--- config.mk ---
export PLATFORM = sky130hd
export DESIGN_NAME = ps2_rx
export DESIGN_NICKNAME = d
export VERILOG_FILES = /design/src/rtl/ps2_rx.sv
export SDC_FILE = /design/constraint.sdc
export NUM_CORES = 1
export LEC_CHECK = 0
export ABC_AREA = 0
export BUFFER_PORTS_ARGS = -buffer_cell sky130_fd_sc_hd__buf_2
export CORE_UTILIZATION = 53
export CTS_CLUSTER_SIZE = 25
export DETAILED_ROUTE_END_ITERATION = 12
export HOLD_SLACK_MARGIN = 0.15
export PLACE_DENSITY = 0.8
export REMOVE_ABC_BUFFERS = 1
export SYNTH_ARGS = -nofsm -noshare
export SYNTH_HDL_FRONTEND = slang
export SYNTH_SLANG_ARGS = --single-unit
--- constraint.sdc ---
create_clock -name clk -period 1.9 [get_ports clk]
set_clock_uncertainty 0.05 [all_clocks]
set_input_delay 0.095 -clock clk [delete_from_list [all_inputs] [get_ports clk]]
set_output_delay 0.095 -clock clk [all_outputs]
set_load 0.1 [all_outputs]
--- src/rtl/ps2_rx.sv ---
// PS/2 device-to-host receiver: synchronises and de-glitches the PS/2 pins,
// deframes 11-bit frames (start, 8 data LSB-first, odd parity, stop) and
// reports each frame with exactly one status pulse.
module ps2_rx #(
  parameter int unsigned FREQ       = 25,
  parameter int unsigned FILTER_LEN = 4,
  parameter int unsigned TIMEOUT_US = 200
) (
  input  logic       clk,
  input  logic       rst_n,
  input  logic       ps2_clk,
  input  logic       ps2_data,
  output logic [7:0] data,
  output logic       data_valid,
  output logic       parity_err,
  output logic       frame_err
);

  localparam int unsigned LIMIT = FREQ * TIMEOUT_US;
  localparam int unsigned TW    = $clog2(LIMIT + 1);
  localparam int unsigned FW    = (FILTER_LEN > 1) ? $clog2(FILTER_LEN) : 1;

  typedef enum logic [1:0] {
    IDLE   = 2'd0,
    DATA   = 2'd1,
    PARITY = 2'd2,
    STOP   = 2'd3
  } state_e;

  logic          clk_s1_q, clk_s2_q;
  logic          dat_s1_q, dat_s2_q;
  logic          filt_q, filt_d;
  logic [FW-1:0] fcnt_q, fcnt_d;
  logic          fall_c;

  state_e        state_q, state_d;
  logic [2:0]    bit_cnt_q, bit_cnt_d;
  logic [7:0]    shift_q, shift_d;
  logic          par_q, par_d;
  logic [TW-1:0] tmo_q, tmo_d;
  logic          timeout_c;
  logic [7:0]    data_q, data_d;
  logic          data_valid_q, data_valid_d;
  logic          parity_err_q, parity_err_d;
  logic          frame_err_q, frame_err_d;

  // Two-flop synchronisers for both pins; idle-high reset value.
  always_ff @(posedge clk or negedge rst_n) begin
    if (!rst_n) begin
      clk_s1_q <= 1'b1;
      clk_s2_q <= 1'b1;
      dat_s1_q <= 1'b1;
      dat_s2_q <= 1'b1;
    end else begin
      clk_s1_q <= ps2_clk;
      clk_s2_q <= clk_s1_q;
      dat_s1_q <= ps2_data;
      dat_s2_q <= dat_s1_q;
    end
  end

  // Filter: flip the clean clock after FILTER_LEN consecutive differing samples.
  always_comb begin
    filt_d = filt_q;
    fcnt_d = '0;
    fall_c = 1'b0;
    if (clk_s2_q != filt_q) begin
      if (fcnt_q == FW'(FILTER_LEN - 1)) begin
        filt_d = ~filt_q;
        fall_c = filt_q;
      end else begin
        fcnt_d = FW'(fcnt_q + FW'(1));
      end
    end
  end

  // State and datapath registers.
  always_ff @(posedge clk or negedge rst_n) begin
    if (!rst_n) begin
      filt_q       <= 1'b1;
      fcnt_q       <= '0;
      state_q      <= IDLE;
      bit_cnt_q    <= '0;
      shift_q      <= '0;
      par_q        <= 1'b0;
      tmo_q        <= '0;
      data_q       <= '0;
      data_valid_q <= 1'b0;
      parity_err_q <= 1'b0;
      frame_err_q  <= 1'b0;
    end else begin
      filt_q       <= filt_d;
      fcnt_q       <= fcnt_d;
      state_q      <= state_d;
      bit_cnt_q    <= bit_cnt_d;
      shift_q      <= shift_d;
      par_q        <= par_d;
      tmo_q        <= tmo_d;
      data_q       <= data_d;
      data_valid_q <= data_valid_d;
      parity_err_q <= parity_err_d;
      frame_err_q  <= frame_err_d;
    end
  end

  // Frame FSM, inter-edge timeout and status decision.
  always_comb begin
    state_d      = state_q;
    bit_cnt_d    = bit_cnt_q;
    shift_d      = shift_q;
    par_d        = par_q;
    data_d       = data_q;
    data_valid_d = 1'b0;
    parity_err_d = 1'b0;
    frame_err_d  = 1'b0;

    // A falling edge in the same cycle always beats the timeout.
    timeout_c = (state_q != IDLE) && !fall_c && (tmo_q == TW'(LIMIT - 1));
    if ((state_q == IDLE) || fall_c || timeout_c) begin
      tmo_d = '0;
    end else begin
      tmo_d = TW'(tmo_q + TW'(1));
    end

    case (state_q)
      IDLE: begin
        if (fall_c && !dat_s2_q) begin
          state_d   = DATA;
          bit_cnt_d = '0;
        end
      end
      DATA: begin
        if (fall_c) begin
          shift_d = {dat_s2_q, shift_q[7:1]};
          if (bit_cnt_q == 3'd7) begin
            state_d = PARITY;
          end else begin
            bit_cnt_d = 3'(bit_cnt_q + 3'd1);
          end
        end
      end
      PARITY: begin
        if (fall_c) begin
          par_d   = dat_s2_q;
          state_d = STOP;
        end
      end
      STOP: begin
        if (fall_c) begin
          state_d = IDLE;
          if (!dat_s2_q) begin
            frame_err_d = 1'b1;
          end else if (^{shift_q, par_q} != 1'b1) begin
            parity_err_d = 1'b1;
          end else begin
            data_valid_d = 1'b1;
            data_d       = shift_q;
          end
        end
      end
      default: state_d = IDLE;
    endcase

    if (timeout_c) begin
      state_d     = IDLE;
      frame_err_d = 1'b1;
    end
  end

  assign data       = data_q;
  assign data_valid = data_valid_q;
  assign parity_err = parity_err_q;
  assign frame_err  = frame_err_q;

endmodule

==> results.json, run 1 <==
{
  "cts_tree": "done",
  "core_area_um2": 3661,
  "crit_path_end_kind": "flop",
  "synthCells": 164,
  "finalPower_uw": 2360,
  "final_hold_viol_count": 0,
  "die_h_um": 63.69,
  "via_per_inst": 5.319,
  "die_area_um2": 4056,
  "worst_pin_slew_ns": 0.5358,
  "vias": 1367,
  "finalCritPeriodShare_pct": 103.8,
  "grt_max_degree": 46,
  "yosysSeqAreaShare_pct": 56.14,
  "drv_slew": 0,
  "dp_hpwl_mm": 2.601,
  "start_util_pct": 55.09,
  "synth_top_cell_area_share_pct": 49.63,
  "dp_slack_ns": -0.1468,
  "ir_drop_mv": 0.4644,
  "synthXorXnorAreaFrac_pct": 8.189,
  "yosys_warnings": 0,
  "grt_pass1_wl_mm": 6.492,
  "avgSynthCellArea_um2": 12.30,
  "nets": 220,
  "status": "finished with violations",
  "powerDensity_nw_per_um2": 935.2,
  "path_clk_slew_ns": 0.08,
  "gp_congestion": 0.7261,
  "ys_types": 33,
  "antenna_cells": 0,
  "synth-simple-area-share_pct": 13.52,
  "grt_pass1_vias": 1429,
  "rsz0062_at_grt": "yes",
  "path_class": "flop to flop",
  "drt_iter0_drc": 51,
  "fin_setup_tns_ns": -0.3938,
  "synth_mux_area_share_pct": 11.17,
  "finalHoldWorstSlack_ns": 0.3120,
  "routed_wl_mm": 3.804,
  "ios": 15,
  "port_buffers": 14,
  "dpl_cell_area_um2": 2266,
  "synth_top_family_by_area": "simple AND/OR/NAND/NOR gates",
  "fin_ws_ns": -0.07133,
  "gr-total-overflow": 0,
  "drv_cap": 0,
  "yosysTopAreaCell": "dfrtp_1",
  "rows": 22,
  "p_leak_uw": 0.001220,
  "clk_latency_ns": 0.30,
  "hp-class": "flop to flop",
  "finalCriticalPeriod_ns": 1.971,
  "syn_area_um2": 2017,
  "final_cell_area_um2": 2524,
  "fp.dieW_um": 63.69,
  "routedWlPerCell_um": 14.80,
  "synthAdderAreaFrac_pct": 4.963,
  "antenna_left": 0,
  "layout-drive-gt1-share_pct": 38.76,
  "cts.path.max_buffers": 2,
  "crit_fanout": 4,
  "violations": "setup timing",
  "finalSetupViolCount": 7,
  "slew_headroom_pct": 64.28,
  "first_pass_iters": 4,
  "ys_ff_latch": 45,
  "synthTopCellsByArea": "dfrtp_1, mux2_2, dfstp_2, ha_1, xnor2_1",
  "cts_max_level": 2,
  "cts_sinks": 45,
  "fmax_mhz": 507.3,
  "antenna_found_initial": 0,
  "arrival_ns": 2.11,
  "grt_use_total_pct": 21.25,
  "synth_compound_area_share_pct": 4.839,
  "drc_errors": 0,
  "area_growth_pct": 25.12,
  "cp.required_ns": 2.04,
  "critPathLaunchType": "flop",
  "clockRootBuffer": "clkbuf_8",
  "cts_buffers": 5
}
## area by class of cell
cell class	instances	area (um2)
timing repair buffer	39	276.5
tap	48	60.06
inverter	4	15.01
clock inverter	3	17.52
sequential	45	1132
fill	247	1137
multi-input combinational	113	953.4
clock buffer	5	68.82
## cell usage in the layout, fill, tap and decap left out, types with 3 or more instances in the layout
master          n
dfrtp_1        40
buf_4          19
nor2_1         14
buf_2          14
nand2_1        12
mux2_2         11
xor2_1          8
xnor2_2         7
mux2_4          7
ha_1            7
nand4_1         5
o21ai_0         5
dfstp_2         5
clkbuf_8        5
inv_1           4
a21oi_1         4
xnor2_1         3
nand3_1         3
or3_1           3
dlygate4sd3_1   3
buf_6           3
## per-layer routing
metal  vias to the layer above  wire, um  GRT usage (%)
li1                        658         -              -
met1                       675      1645          26.44
met2                        27      1989          34.84
met3                         7       116          6.341
met4                         0        53          7.670
met5                         -         0              0
## state kept, by name (all words and copies together) (netlist names), 2 cells and up
name,count
bit_cnt_q,3
data,8
fcnt_q,2
shift_q,8
state_q,2
tmo_q,13
## critical path, cell delays in order, from the launching register on
cell,delay (ns)
dfrtp_1,0.42
xnor2_2,0.25
xnor2_2,0.13
xnor2_2,0.24
mux2i_4,0.31
buf_6,0.16
mux2_4,0.31
## final timing paths
| path | depth (start not counted) | endpoint | slack (ns) | start |
|---|---|---|---|---|
| worst min-delay path | 0 | dat_s2_q | 0.31 | dat_s1_q |
| max in group asynchronous | 3 | clk_s1_q | 1.09 | rst_n |
| worst max register to register | 6 | data[2] | -0.07 | shift_q[5] |
| min in group asynchronous | 3 | tmo_q[5] | 0.34 | rst_n |
| worst min register to register | 0 | dat_s2_q | 0.31 | dat_s1_q |
| worst max-delay path | 6 | data[2] | -0.07 | shift_q[5] |
## synthesized netlist by cell type
master	instances
a21boi_0	1
a21oi_1	4
a22o_1	2
and2_1	2
and3_1	2
and3b_1	1
and4_1	1
buf_2	1
clkbuf_1	1
dfrtp_1	40
dfstp_2	5
ha_1	8
inv_1	4
mux2_2	18
mux2i_4	1
nand2_1	12
nand3_1	4
nand3b_1	1
nand4_1	5
nor2_1	14
nor2b_1	1
nor3_1	1
nor3b_1	1
nor4bb_1	3
o2111ai_1	1
o21a_1	1
o21ai_0	6
o22ai_1	1
or2_2	1
or3_1	3
xnor2_1	9
xnor2_2	1
xor2_1	8
## cells by family (layout without fill, tap and decap cells)
| group | after synthesis | in the layout |
|---|---|---|
| AO/OA/AOI/OAI | 16 | 16 |
| XOR/XNOR | 18 | 18 |
| adder cells (fa/ha/maj) | 8 | 8 |
| buffers and inverters | 6 | 51 |
| flip-flops | 45 | 45 |
| multiplexers | 19 | 19 |
| AND/OR/NAND/NOR | 52 | 52 |
## power by group
part	total (uW)	switching, uW	internal [uW]
registers	1150	82.0	1070
logic	638	348	290
clock network	571	317	254
## through the flow
stage                     utilization, %  instances
after floorplan                        -        162
after global placement             61.89        241
after detailed placement           61.89        241
after CTS                          66.58        254
after global routing               68.93        257
final                              68.93        257
## what timing repair did
action	CTS	global route
hold endpoints to repair	42	0
hold buffers	3	0
resized for setup	12	12
pin swaps	5	8
endpoints found under the setup margin	9	9
setup buffers	2	3
Power figures use the tool's default switching activity.
==> run 2, diff against run 1 <==
--- a/config.mk
+++ b/config.mk
@@ -6,12 +6,14 @@
 export NUM_CORES = 1
 export LEC_CHECK = 0
 export ABC_AREA = 0
+export ABC_CLOCK_PERIOD_IN_PS = 1900
 export BUFFER_PORTS_ARGS = -buffer_cell sky130_fd_sc_hd__buf_2
 export CORE_UTILIZATION = 53
 export CTS_CLUSTER_SIZE = 25
 export DETAILED_ROUTE_END_ITERATION = 12
 export HOLD_SLACK_MARGIN = 0.15
-export PLACE_DENSITY = 0.8
+export MAX_ROUTING_LAYER = met4
+export PLACE_DENSITY = 0.74
 export REMOVE_ABC_BUFFERS = 1
 export SYNTH_ARGS = -nofsm -noshare
 export SYNTH_HDL_FRONTEND = slang
==> results.json, run 2 (synthesized netlist as in run 1, its figures left out) <==
{
  "drv_slew": 0,
  "final_hold_viol_count": 0,
  "antenna_left": 0,
  "cts_max_level": 2,
  "start_util_pct": 55.09,
  "die_area_um2": 4056,
  "cts_buffers": 5,
  "hold_depth": 0,
  "finalCriticalPeriod_ns": 1.974,
  "rows": 22,
  "drc_errors": 0,
  "mostFrequentLayoutCell": "dfrtp_1",
  "grt_pass1_vias": 1403,
  "worst_pin_slew_ns": 0.5484,
  "wl_met1_mm": 1.673,
  "clk_latency_ns": 0.30,
  "finalSetupViolCount": 7,
  "drt_iter0_drc": 126,
  "clockRootBuffer": "clkbuf_8",
  "fillers": 260,
  "fin_ws_ns": -0.07448,
  "finalCritPeriodShare_pct": 103.9,
  "drv_cap": 0,
  "via_per_inst": 5.361,
  "grt_max_degree": 46,
  "ir_drop_mv": 0.5849,
  "regMostFlops": "tmo_q",
  "arrival_ns": 2.11,
  "cts.path.max_buffers": 2,
  "worstReg2RegEnd": "data[4]",
  "die_h_um": 63.69,
  "top_layer_used": "met4",
  "r2r_start": "shift_q[0]",
  "core_area_um2": 3661,
  "hp-class": "flop to flop",
  "fp.dieW_um": 63.69,
  "area_growth_pct": 24.63,
  "cts_tree": "done",
  "largest_reg_flops": 13,
  "post-route-util_pct": 68.66,
  "antenna_cells": 0,
  "final_cell_mix": "dfrtp_1, buf_4, nor2_1, buf_2, nand2_1",
  "wl_met3_um": 134,
  "layout-drive-gt1-share_pct": 36.71,
  "fin_cells": 255,
  "dp_cells": 240,
  "p_leak_uw": 0.001219,
  "slew_headroom_pct": 63.44,
  "max_stage_delay_ns": 0.42,
  "fmax_mhz": 506.5,
  "holdPathEnd": "dat_s2_q",
  "crit_fanout": 8,
  "dp_hpwl_mm": 2.368,
  "vias": 1367,
  "grt_pass1_wl_mm": 6.624,
  "reg2regPathDepth": 6,
  "first_pass_iters": 4,
  "violations": "setup timing",
  "reg2reg_slack_ns": -0.07,
  "wl_met2_mm": 2.025,
  "rsz0062_at_grt": "yes",
  "antenna_found_initial": 0,
  "path_clk_slew_ns": 0.08,
  "gp_congestion": 0.7794,
  "gr-total-overflow": 0,
  "crit_path_end_kind": "flop",
  "grt_use_total_pct": 22.75,
  "slowest_stage": "dfrtp_1",
  "powerDensity_nw_per_um2": 954.1,
  "path_class": "flop to flop",
  "ios": 15,
  "routedWlPerCell_um": 15.36,
  "cp.required_ns": 2.03,
  "fin_setup_tns_ns": -0.4517,
  "crit_chain": "xnor2_2 > xnor2_2 > xnor2_2 > mux2i_4 > buf_12 > mux2_4",
  "port_buffers": 14,
  "nets": 218,
  "routed_wl_mm": 3.916,
  "cts_sinks": 45,
  "critPathLaunchType": "flop",
  "status": "finished with violations",
  "crit_top_cell": "xnor2_2",
  "hold_start": "dat_s1_q"
}
## run 2: critical path: cells and delay by family (launching register included)
kind                      cells  cell delay, ns
DFF                           1            0.42
muxes                         2            0.60
xor gates and xnor gates      3            0.63
buffers and inverters         1            0.16
## run 2: cell type report
| class | instances | area, um2 | share of cell area (%) |
|---|---|---|---|
| Timing Repair Buffer | 37 | 266.5 | 10.60 |
| Sequential cell | 45 | 1132 | 45.05 |
| Inverter | 4 | 15.01 | 0.5973 |
| Clock buffer | 7 | 96.34 | 3.833 |
| Multi-Input combinational cell | 113 | 938.4 | 37.33 |
| Clock inverter | 1 | 5.005 | 0.1991 |
| Tap cell | 48 | 60.06 | 2.389 |
## run 2: layer usage
metal	vias up	GRT usage [%]
met5	-	-
met4	0	9.659
met3	8	6.703
met2	30	36.30
met1	679	26.67
li1	650	-
## run 2: timing repair
item                       in CTS  in global routing
pin swaps                       6                  4
buffers inserted                2                  2
hold buffers                    3                  0
resized for setup              13                  5
setup endpoints to repair       7                  9
hold endpoints to repair       42                  0
## run 2: worst max-delay path by stage
stage | to | cells after the start | start | slack (ns)
2_1_floorplan | data[0] | 5 | filt_q | -0.15
3_3_place_gp | data[1] | 5 | filt_q | -0.03
3_5_place_dp | data[4] | 6 | fcnt_q[0] | -0.09
4_1_cts | data[4] | 6 | shift_q[3] | -0.04
5_1_grt | data[1] | 6 | shift_q[1] | -0.15
6_report | data[4] | 6 | shift_q[0] | -0.07
## run 2: through the flow
step | setup slack (ns) | area [um2] | total power [uW] | hold slack (ns)
after detailed placement | -0.08671 | 2258 | 1727 | 0.1522
final | -0.07448 | 2514 | 2398 | 0.3116
after global routing | -0.1539 | 2514 | 2558 | 0.3189
after global placement | -0.03497 | 2258 | 1693 | 0.1447
after CTS | -0.03759 | 2479 | 2384 | 0.3140
after floorplan | -0.1480 | 2008 | 1547 | -0.2506
## run 2: where the power goes
group / switching [uW] / total (uW) / internal [uW] / leakage [uW]
registers: 80.5 / 1150 / 1070 / 0.000602
clock network: 304 / 632 / 328 / 0.0000542
logic: 334 / 617 / 282 / 0.000563
